--- src/rtl/uart_rx_pkg.sv ---
// Shared types and constants for the UART receiver: ring base address and FSM state encoding.
package uart_rx_pkg;

  localparam int WORD_LEN = 32;
  localparam logic [WORD_LEN-1:0] UART_RX_BASE = 32'h0000_2000;

  typedef enum logic [2:0] {
    RX_IDLE   = 3'd0,
    RX_START  = 3'd1,
    RX_DATA   = 3'd2,
    RX_PARITY = 3'd3,
    RX_STOP   = 3'd4,
    RX_WRITE  = 3'd5,
    RX_BREAK  = 3'd6
  } rx_state_e;

  // Ring slots are word-spaced.
  function automatic logic [WORD_LEN-1:0] slot_addr(input logic [WORD_LEN-1:0] base,
                                                    input logic [WORD_LEN-1:0] idx);
    return base + (idx << 2);
  endfunction

endpackage

--- src/rtl/sync2.sv ---
// Two-flop synchronizer for asynchronous inputs; both stages reset to 1 (idle-high lines).
module sync2 (
  input  logic clk,
  input  logic rst_n,
  input  logic d,
  output logic q
);

  logic meta_q;

  always_ff @(posedge clk or negedge rst_n) begin
    if (!rst_n) begin
      meta_q <= 1'b1;
      q      <= 1'b1;
    end else begin
      meta_q <= d;
      q      <= meta_q;
    end
  end

endmodule

--- src/rtl/uart_rx.sv ---
// UART receiver (8N1, LSB first) that writes each good byte into a memory ring via a one-cycle intr steal.
// Define UART_RX_PARITY_EN for an even-parity bit after bit 7 and a parity_err output.
module uart_rx
  import uart_rx_pkg::*;
#(
  parameter int                  CLKS_PER_BIT = 16,
  parameter logic [WORD_LEN-1:0] RX_BASE      = UART_RX_BASE,
  parameter int                  RX_DEPTH     = 8
) (
  input  logic                        clk,
  input  logic                        rst_n,
  input  logic                        uart_in,
  output logic                        intr,
  output logic [WORD_LEN-1:0]         addr_d_uart,
  output logic [WORD_LEN-1:0]         wdata_uart,
  output logic [$clog2(RX_DEPTH)-1:0] wr_ptr,
  output logic                        busy,
  output logic                        frame_err
`ifdef UART_RX_PARITY_EN
  ,
  output logic                        parity_err
`endif
);

  localparam int PTR_W = $clog2(RX_DEPTH);
  localparam int CNT_W = $clog2(CLKS_PER_BIT);
  localparam logic [CNT_W-1:0] HALF_LAST = CNT_W'(CLKS_PER_BIT / 2 - 1);
  localparam logic [CNT_W-1:0] BIT_LAST  = CNT_W'(CLKS_PER_BIT - 1);
`ifdef UART_RX_PARITY_EN
  localparam rx_state_e AFTER_DATA = RX_PARITY;
`else
  localparam rx_state_e AFTER_DATA = RX_STOP;
`endif

  logic rx_s;

  sync2 u_sync (
    .clk  (clk),
    .rst_n(rst_n),
    .d    (uart_in),
    .q    (rx_s)
  );

  rx_state_e             state_q, state_d;
  logic [CNT_W-1:0]      cnt_q, cnt_d;
  logic [2:0]            idx_q, idx_d;
  logic [7:0]            shift_q, shift_d;
  logic [PTR_W-1:0]      wr_ptr_q, wr_ptr_d;
  logic                  intr_q, intr_d;
  logic [WORD_LEN-1:0]   addr_q, addr_d;
  logic [WORD_LEN-1:0]   wdata_q, wdata_d;
  logic                  ferr_q, ferr_d;
  logic                  discard;
  logic                  bit_done;

`ifdef UART_RX_PARITY_EN
  logic perr_q, perr_d;
  logic pbad_q, pbad_d;
  assign discard = pbad_q;
`else
  assign discard = 1'b0;
`endif

  assign bit_done = (cnt_q == BIT_LAST);

  always_comb begin
    state_d  = state_q;
    cnt_d    = cnt_q + CNT_W'(1);
    idx_d    = idx_q;
    shift_d  = shift_q;
    wr_ptr_d = wr_ptr_q;
    intr_d   = 1'b0;
    addr_d   = addr_q;
    wdata_d  = wdata_q;
    ferr_d   = 1'b0;
`ifdef UART_RX_PARITY_EN
    perr_d   = 1'b0;
    pbad_d   = pbad_q;
`endif
    case (state_q)
      RX_IDLE: begin
        cnt_d = '0;
`ifdef UART_RX_PARITY_EN
        pbad_d = 1'b0;
`endif
        if (!rx_s) state_d = RX_START;
      end
      RX_START: begin
        // A start bit that is high again at mid-bit was a glitch.
        if (cnt_q == HALF_LAST) begin
          cnt_d   = '0;
          idx_d   = 3'd0;
          state_d = rx_s ? RX_IDLE : RX_DATA;
        end
      end
      RX_DATA: begin
        if (bit_done) begin
          cnt_d          = '0;
          shift_d[idx_q] = rx_s;
          idx_d          = idx_q + 3'd1;
          if (idx_q == 3'd7) state_d = AFTER_DATA;
        end
      end
`ifdef UART_RX_PARITY_EN
      RX_PARITY: begin
        if (bit_done) begin
          cnt_d   = '0;
          state_d = RX_STOP;
          if (^{shift_q, rx_s}) begin
            perr_d = 1'b1;
            pbad_d = 1'b1;
          end
        end
      end
`endif
      RX_STOP: begin
        if (bit_done) begin
          cnt_d = '0;
          if (!rx_s) begin
            ferr_d  = 1'b1;
            state_d = RX_BREAK;
          end else if (discard) begin
            state_d = RX_IDLE;
          end else begin
            // Outputs are registered, so they are loaded on entry to WRITE.
            state_d = RX_WRITE;
            intr_d  = 1'b1;
            addr_d  = slot_addr(RX_BASE, WORD_LEN'(wr_ptr_q));
            wdata_d = {{(WORD_LEN - 8){1'b0}}, shift_q};
          end
        end
      end
      RX_WRITE: begin
        wr_ptr_d = wr_ptr_q + PTR_W'(1);
        state_d  = RX_IDLE;
      end
      RX_BREAK: begin
        cnt_d = '0;
        if (rx_s) state_d = RX_IDLE;
      end
      default: state_d = RX_IDLE;
    endcase
  end

  always_ff @(posedge clk or negedge rst_n) begin
    if (!rst_n) begin
      state_q  <= RX_IDLE;
      cnt_q    <= '0;
      idx_q    <= '0;
      shift_q  <= '0;
      wr_ptr_q <= '0;
      intr_q   <= 1'b0;
      addr_q   <= '0;
      wdata_q  <= '0;
      ferr_q   <= 1'b0;
`ifdef UART_RX_PARITY_EN
      perr_q   <= 1'b0;
      pbad_q   <= 1'b0;
`endif
    end else begin
      state_q  <= state_d;
      cnt_q    <= cnt_d;
      idx_q    <= idx_d;
      shift_q  <= shift_d;
      wr_ptr_q <= wr_ptr_d;
      intr_q   <= intr_d;
      addr_q   <= addr_d;
      wdata_q  <= wdata_d;
      ferr_q   <= ferr_d;
`ifdef UART_RX_PARITY_EN
      perr_q   <= perr_d;
      pbad_q   <= pbad_d;
`endif
    end
  end

  assign intr        = intr_q;
  assign addr_d_uart = addr_q;
  assign wdata_uart  = wdata_q;
  assign wr_ptr      = wr_ptr_q;
  assign busy        = (state_q != RX_IDLE);
  assign frame_err   = ferr_q;
`ifdef UART_RX_PARITY_EN
  assign parity_err  = perr_q;
`endif

endmodule

--- config.mk ---
export PLATFORM = sky130hd
export DESIGN_NAME = uart_rx
export DESIGN_NICKNAME = d
export VERILOG_FILES = /design/src/rtl/uart_rx_pkg.sv /design/src/rtl/sync2.sv /design/src/rtl/uart_rx.sv
export SDC_FILE = /design/constraint.sdc
export NUM_CORES = 1
export LEC_CHECK = 0
export ABC_AREA = 1
export ABC_CLOCK_PERIOD_IN_PS = 2900
export BUFFER_PORTS_ARGS = -buffer_cell sky130_fd_sc_hd__buf_4
export CORE_ASPECT_RATIO = 0.8
export CORE_MARGIN = 10
export CORE_UTILIZATION = 35
export CTS_CLUSTER_DIAMETER = 120
export DETAILED_ROUTE_END_ITERATION = 8
export PLACE_DENSITY_LB_ADDON = 0.08
export SYNTH_ARGS = -nofsm -noshare
export SYNTH_HDL_FRONTEND = slang
export SYNTH_SLANG_ARGS = --single-unit
export TNS_END_PERCENT = 1
--- constraint.sdc ---
create_clock -name clk -period 2.9 [get_ports clk]
set_clock_uncertainty 0.05 [all_clocks]
set_input_delay 0.145 -clock clk [delete_from_list [all_inputs] [get_ports clk]]
set_output_delay 0.145 -clock clk [all_outputs]
set_load 0.005 [all_outputs]
==> results.cfg, run 1 <==
[run_status]
status = complete, no violations

[drt]
vias_per_cell = 3.866
dr.pass1.iters = 4
drt_iter0_markers = 39
drcViolationCount = 0
wirelength_mm = 4.026
vias = 1326
ant_nets = 0
routedWlPerCell_um = 11.74

[pwr]
p_leak_nw = 1.218
p_per_area_mw_per_mm2 = 597.4
power.total_mw = 1.348
vdd_drop_max_mv = 0.2078

[timing]
fmax_mhz = 624.6
slew_viol_final = 0
period_needed_ns = 1.601
rsz0062_at_grt = no
finalSetupViolCount = 0
hold_violations = 0
final.setup.worst_slack_ns = 1.299
fin_crit_sh_pct = 55.20
setup_tns_ns = 0

[clock_network]
cts_root_buf = clkbuf_8
clkLatencyLatePin_ns = 0.30
clk_pin_slew_ns = 0.08
post_cts_buffers = 0
cts-htree-levels = 2
cts_buffers = 5
clk_path_buf_depth = 2
holdBufCountCts = 2
cts_tree = built
cts_resized = 0
cts_sinks = 37

[synth]
synth_ff_type = dfrtp_1
synth.most_common_cell = nand2_1
syn_inst = 237
syn-cell-area_mm2 = 0.002100
synth.area.top_cells = dfrtp_1, buf_4, nand2_1
yosys_register_bits = 37
yosysTopAreaCell = dfrtp_1
synth_commonest_cells = nand2_1, buf_4, dfrtp_1
syn_avg_cell_area_um2 = 8.859
seq_area_frac_synth_pct = 44.22
synth_cell_types = 28
async_reset_ff_share_pct = 100.0
yosysWarnings = 0
synth_top_area_share_pct = 41.72
synth_enable_flop_cells = 0

[grt]
grt_max_degree = 38
grt_pass1_vias = 1391
antenna_found_initial = 0
grtUsageTotal_pct = 8.995
overflow = 0
grt_pass1_wl_mm = 6.796

[worst_setup_path]
reg2reg_depth = 6
criticalPathCategory = register to register
cp-startpoint = cnt_q[0]
r2r-start = cnt_q[0]
path_cells = ha_1 -> nand3_2 -> inv_2 -> nand4_4 -> inv_2 -> or2_2
slowest_stage = dfrtp_1
worstReg2RegEnd = addr_d_uart[13]
r2r_setup_slack_ns = 1.30
crit_arrival_ns = 1.74
cp-end-kind = register
critical_path.most_common_cell = inv_2
path_max_fanout = 17
worst_path_largest_cell_delay_ns = 0.40
cp-start-kind = register
required_ns = 3.04

[floorplanning]
die-area_mm2 = 0.009516
start_util_pct = 35.89
core_area_mm2 = 0.005849
core.rowCount = 25
io_pins = 73
dieHeight_um = 89.28
die_w_um = 106.6

[placed_design]
dpl_cell_area_mm2 = 0.002117
portBuffers = 20
dp_slack_ns = 1.278
place_congestion = 0.7766
hpwl_mm = 3.081

[final_layout]
fill_cells = 612
final_nets = 268
design_area_mm2 = 0.002257
drive_above_1_share_pct = 19.47
final_util_pct = 38.59
insertedDiodeCount = 0
area_delta_synth_final_pct = 7.509

[job]
drv_cap = 0

[min_path]
min_path_type = primary input to asynchronous set/reset pin
## placed cells by master, fill, tap and decap left out, types with 4 or more instances in the layout
cell type,instances
clkbuf_8,6
o21ai_0,8
o21ai_2,4
nor2_1,11
nand4_1,5
nand3_1,8
nand2_1,56
conb_1,52
dfrtp_1,35
buf_4,20
nor2_4,5
inv_1,17
ha_1,4
o21ai_1,5
## cell families (layout without fill, tap and decap cells)
logic type	after synthesis	after routing	synth area share (%)
AOI/OAI and AO/OA	19	19	5.363
xor gates and xnor gates	4	4	1.669
adders and majority gates	4	4	2.384
buffers and inverters	76	50	23.84
DFF	37	37	44.22
other	1	52	0.1786
and+or+nand+nor	96	96	22.35
## sequential cells by signal, summed over array words and instances (netlist names)
signal	flops
wdata_uart	8
state_q	3
u_sync.q	1
intr	1
idx_q	3
shift_q	8
u_sync.meta_q	1
addr_d_uart	4
wr_ptr	3
cnt_q	4
frame_err	1
## final cells by class
type                    count  area (um^2)  share of cell area [%]
flip-flops and latches     37        928.4                   41.13
clock inverters             2        37.54                   1.663
well taps                  81        101.3                   4.490
repair buffers             22        170.2                   7.539
clock buffers               6        82.58                   3.659
inverters                  20        75.07                   3.326
multi-input cells         175        862.1                   38.19
## routing by layer
metal / share of wire (%) / track usage [%]
met4: 1.6 / 4.049
met5: 0 / 0
met1: 49 / 12.31
met2: 41 / 11.75
met3: 7.5 / 3.890
## metrics by stage
stage | instances | hold WS [ns]
6_report | 343 | 0.3031
5_1_grt | 343 | 0.3165
4_1_cts | 343 | 0.3094
3_5_place_dp | 333 | 0.09029
3_3_place_gp | 333 | 0.09519
2_1_floorplan | 288 | -0.2006
## report_power, final
group	internal, mW	switching [mW]
registers	0.553	0.0566
logic	0.0980	0.173
clock network	0.280	0.188
## critical path, delay by kind of cell, from the launching register on
| kind | cells | cell delay, ns |
|---|---|---|
| flip-flops | 1 | 0.40 |
| buffers and inverters | 2 | 0.19 |
| adder cells (fa/ha/maj) | 1 | 0.25 |
| AND/OR/NAND/NOR | 3 | 0.60 |
## worst max-delay path by stage
stage,end,cells past startpoint,slack [ns]
after global routing,wdata_uart[0],7,1.12
final,addr_d_uart[13],6,1.30
after global placement,addr_d_uart[13],6,1.31
after detailed placement,addr_d_uart[13],6,1.28
after floorplan,addr_d_uart[13],6,1.50
after CTS,addr_d_uart[13],6,1.28
(Power assumes the default switching activity.)
==> run 2: changes to the inputs <==
ABC_AREA = 0   (was 1)
ABC_CLOCK_PERIOD_IN_PS = 1500   (was 2900)
clock period = 1.5 ns   (was 2.9 ns; I/O delays follow)
==> results.cfg, run 2 <==
[run_status]
status = finished, violations left
failed_checks = negative setup slack

[grt]
antenna_found_initial = 0
grtUsageTotal_pct = 9.968
grt_pass1_wl_mm = 7.445
overflow = 0
grt_pass1_vias = 1453
grt_max_degree = 38

[worst_setup_path]
reg2reg_depth = 5
cp-start-kind = register
r2r-start = cnt_q[1]
criticalPathCategory = register to register
cp-end-kind = register
required_ns = 1.63
crit_arrival_ns = 1.73
r2r_setup_slack_ns = -0.10
path_max_fanout = 5
worstReg2RegEnd = shift_q[1]

[drt]
wirelength_mm = 4.720
dr.pass1.iters = 4
routedWlPerCell_um = 15.23
vias = 1350
vias_per_cell = 4.355
drcViolationCount = 0
drt_iter0_markers = 42
ant_nets = 0

[synth]
syn_avg_cell_area_um2 = 11.37
synth_enable_flop_cells = 0
synth.most_common_cell = buf_4
synth_cell_types = 40
yosys_register_bits = 37
yosysWarnings = 0
seq_area_frac_synth_pct = 44.62
synth_ff_type = dfrtp_1
async_reset_ff_share_pct = 100.0
synth_commonest_cells = buf_4, dfrtp_1, mux2_2
syn-cell-area_mm2 = 0.002081
synth_top_area_share_pct = 42.09
yosysTopAreaCell = dfrtp_1
synth.area.top_cells = dfrtp_1, buf_4, mux2_2
syn_inst = 183

[clock_network]
clk_pin_slew_ns = 0.07
clkLatencyLatePin_ns = 0.29
cts_sinks = 37
cts-htree-levels = 2
clk_path_buf_depth = 2
cts_buffers = 5
cts_tree = built
cts_root_buf = clkbuf_8

[floorplanning]
start_util_pct = 35.57
io_pins = 73
die_w_um = 106.2
dieHeight_um = 88.97
core.rowCount = 25
core_area_mm2 = 0.005849
die-area_mm2 = 0.009449

[timing]
fin_crit_sh_pct = 106.7
holdWs_ns = 0.2612
fmax_mhz = 624.6
slew_viol_final = 0
period_needed_ns = 1.601
finalSetupViolCount = 22
hold_violations = 0
rsz0062_at_grt = yes
final.setup.worst_slack_ns = -0.1011

[pwr]
vdd_drop_max_mv = 0.3261
p_leak_nw = 1.279
p_per_area_mw_per_mm2 = 968.1

[placed_design]
place_congestion = 0.7828
hpwl_mm = 3.347
dp_slack_ns = -0.1839
portBuffers = 20

[final_layout]
final_common_cell = conb_1
fill_cells = 577
area_delta_synth_final_pct = 20.08
seqCellArea_um2 = 932.1
final_nets = 236
insertedDiodeCount = 0
multi_input_area_um2 = 994.7
layout_common_cells = conb_1, buf_4, dfrtp_1
drive_above_1_share_pct = 39.30

[job]
drv_cap = 0

[min_path]
min_path_type = primary input to asynchronous set/reset pin
run 2: changes by cell type in the layout (fill, tap and decap cells not counted), moves of 6 or more:
cell,previous run,this run
buf_4,20,40
o21ai_0,8,0
mux2_2,0,12
mux2_4,0,9
nand3_1,8,2
nand2_1,56,5
inv_1,17,2
run 2: where the power goes:
group / switching (mW) / internal [mW]
combinational: 0.261 / 0.295
clock: 0.347 / 0.365
sequential: 0.0833 / 1.07
run 2: routing by layer:
layer  global-route usage, %  share of wire (%)
met1                   11.74                 42
met2                   16.09                 49
met3                   3.674                7.0
met4                   4.417                1.7
met5                       0                  0
run 2: worst max-delay path by stage:
stage               startpoint             end  slack (ns)
floorplan             cnt_q[0]  addr_d_uart[4]       -0.08
global placement      cnt_q[1]      shift_q[7]       -0.14
detailed placement    cnt_q[1]      shift_q[7]       -0.18
CTS                   cnt_q[1]      shift_q[2]       -0.13
global route          cnt_q[1]      shift_q[5]       -0.14
finish                cnt_q[1]      shift_q[1]       -0.10
run 2: final cells by class:
| type | count | area share [%] |
|---|---|---|
| Inverter | 2 | 0.3005 |
| Multi-Input combinational cell | 136 | 39.81 |
| Timing Repair Buffer | 47 | 15.07 |
| Clock buffer | 7 | 3.455 |
| Tap cell | 81 | 4.056 |
| Sequential cell | 37 | 37.31 |
run 2: cell families after synthesis:
group	Yosys count	share of synthesized area, %
AO/OA/AOI/OAI	11	4.149
XOR/XNOR	3	1.263
adder cells (fa/ha/maj)	4	2.405
buffers and inverters	62	21.35
flip-flops	37	44.62
multiplexers	21	12.81
other	1	0.1802
AND/OR/NAND/NOR	44	13.23
run 2: timing repair:
item,CTS,global route
gates resized for setup,15,8
pin swaps,6,3
cloned,1,0
hold endpoints to repair,36,0
hold buffers,2,0
endpoints found under the setup margin,25,28
setup buffers,2,3
run 2: stage by stage:
stage / setup TNS [ns] / power [mW] / utilization, % / cell area [um^2] / instances
finish: -1.267 / 2.419 / 42.72 / 2499 / 310
floorplan: -0.7380 / 1.533 / - / 2288 / 234
CTS: -2.009 / 2.416 / 41.80 / 2445 / 307
global placement: -1.843 / 1.651 / 38.46 / 2250 / 295
global route: -2.409 / 2.564 / 42.72 / 2499 / 310
detailed placement: -2.600 / 1.673 / 38.46 / 2250 / 295
run 2: critical path, cell delays in order (launching register included):
cell	delay, ns
dfrtp_1	0.42
ha_4	0.18
and4b_2	0.26
buf_6	0.15
nand4b_1	0.10
mux2_2	0.34
==> run 3: changes to the inputs <==
CTS_BUF_LIST = sky130_fd_sc_hd__clkbuf_4   (was not set)
==> results.cfg, run 3 (same netlist as run 2, synthesis figures left out) <==
[run_status]
status = finished, violations left
failed_checks = negative setup slack

[final_layout]
design_area_mm2 = 0.002432
fill_cells = 586
multi_input_area_um2 = 964.7
drive_above_1_share_pct = 38.77
final_cell_count_no_fill = 308
area_delta_synth_final_pct = 16.90
insertedDiodeCount = 0
final_nets = 234
layout_common_cells = conb_1, buf_4, dfrtp_1
seqCellArea_um2 = 932.1
final_common_cell = conb_1

[drt]
drcViolationCount = 0
drt_iter0_markers = 47
dr.pass1.iters = 4
vias = 1337
wirelength_mm = 4.569
routedWlPerCell_um = 14.83
vias_per_cell = 4.341
ant_nets = 0

[clock_network]
clkLatencyLatePin_ns = 0.33
cts_root_buf = clkbuf_4
cts_tree = built
cts_sinks = 37
clk_path_buf_depth = 2
cts_buffers = 5
cts-htree-levels = 2
clk_pin_slew_ns = 0.11

[pwr]
power.total_mw = 2.208
p_per_area_mw_per_mm2 = 908.0
vdd_drop_max_mv = 0.3185
p_leak_nw = 1.265

[placed_design]
placed_cells = 295
hpwl_mm = 3.347
place_congestion = 0.7828
dpl_cell_area_mm2 = 0.002250
portBuffers = 20

[worst_setup_path]
slowest_stage = dfrtp_1
path_max_fanout = 4
cp-start-kind = register
crit_arrival_ns = 1.80
path_cells = ha_4 -> nand4b_1 -> buf_4 -> nor3_4 -> mux2_4
worst_path_largest_cell_delay_ns = 0.41
criticalPathCategory = register to register
cp-end-kind = register
required_ns = 1.67

[grt]
antenna_found_initial = 0
grt_use_met3_pct = 3.890
grt_max_degree = 38
busiest_layer = met2
grtUsageTotal_pct = 9.814
grt_pass1_vias = 1442
grt_pass1_wl_mm = 7.293
overflow = 0
met2_usage_pct = 15.53
use_met1_pct = 11.57

[timing]
holdWs_ns = 0.2163
setup_tns_ns = -1.598
period_needed_ns = 1.633
slew_viol_final = 0
rsz0062_at_grt = yes
hold_violations = 0
relSlewSlack_pct = 66.32
final.setup.worst_slack_ns = -0.1331
fmax_mhz = 612.3
finalSetupViolCount = 23
tightestPinTransition_ns = 0.5052
fin_crit_sh_pct = 108.9

[floorplanning]
core_area_mm2 = 0.005849
die_w_um = 106.2
core.rowCount = 25
io_pins = 73
die-area_mm2 = 0.009449
dieHeight_um = 88.97
start_util_pct = 35.57

[job]
drv_cap = 0

[min_path]
min_path_type = primary input to asynchronous set/reset pin
run 3: critical path, delay by kind of cell, from the launching register on:
kind          cells  cell delay (ns)
fa+ha+maj         1             0.15
mux               1             0.31
buf+inv           1             0.24
simple gates      2             0.36
flops             1             0.41
run 3: layout make-up:
cell class                      instances  area share (%)
Inverter                                2          0.3086
Timing Repair Buffer                   46           15.53
Multi-Input combinational cell        135           39.66
Clock inverter                          1          0.1543
Clock buffer                            6           1.852
Tap cell                               81           4.167
Sequential cell                        37           38.32
run 3: where the power goes:
part | internal, mW | total (mW) | switching (mW)
clock network | 0.189 | 0.500 | 0.311
logic | 0.294 | 0.557 | 0.263
registers | 1.07 | 1.15 | 0.0809
run 3: path summary, 6_finish.rpt:
path                       depth (start not counted)     startpoint    endpoint  slack [ns]
max                                                5       cnt_q[1]  shift_q[7]       -0.13
min                                                2          rst_n  shift_q[5]        0.22
max reg2reg                                        5       cnt_q[1]  shift_q[7]       -0.13
min reg2reg                                        0  u_sync.meta_q    u_sync.q        0.31
max in group asynchronous                          2          rst_n  state_q[2]        0.81
min in group clk                                   0  u_sync.meta_q    u_sync.q        0.31
run 3: routing by layer:
layer  share of wire, %  vias up
li1                   -      612
met1                 44      673
met2                 48       47
met3                6.9        5
met4                1.2        0
met5                  0        -
run 3: stage by stage:
stage	util (%)	setup slack, ns
after global placement	38.46	-0.1386
after global routing	41.58	-0.2117
after detailed placement	38.46	-0.1839
after CTS	41.18	-0.1423
final	41.58	-0.1331
after floorplan	-	-0.08352
run 3: repair_timing:
| action | in CTS | in global routing |
|---|---|---|
| setup endpoints to repair | 25 | 29 |
| hold buffers | 2 | 0 |
| hold endpoints to repair | 36 | 0 |
| buffers inserted | 3 | 1 |
| pin swaps | 6 | 0 |
| gates resized for setup | 15 | 3 |
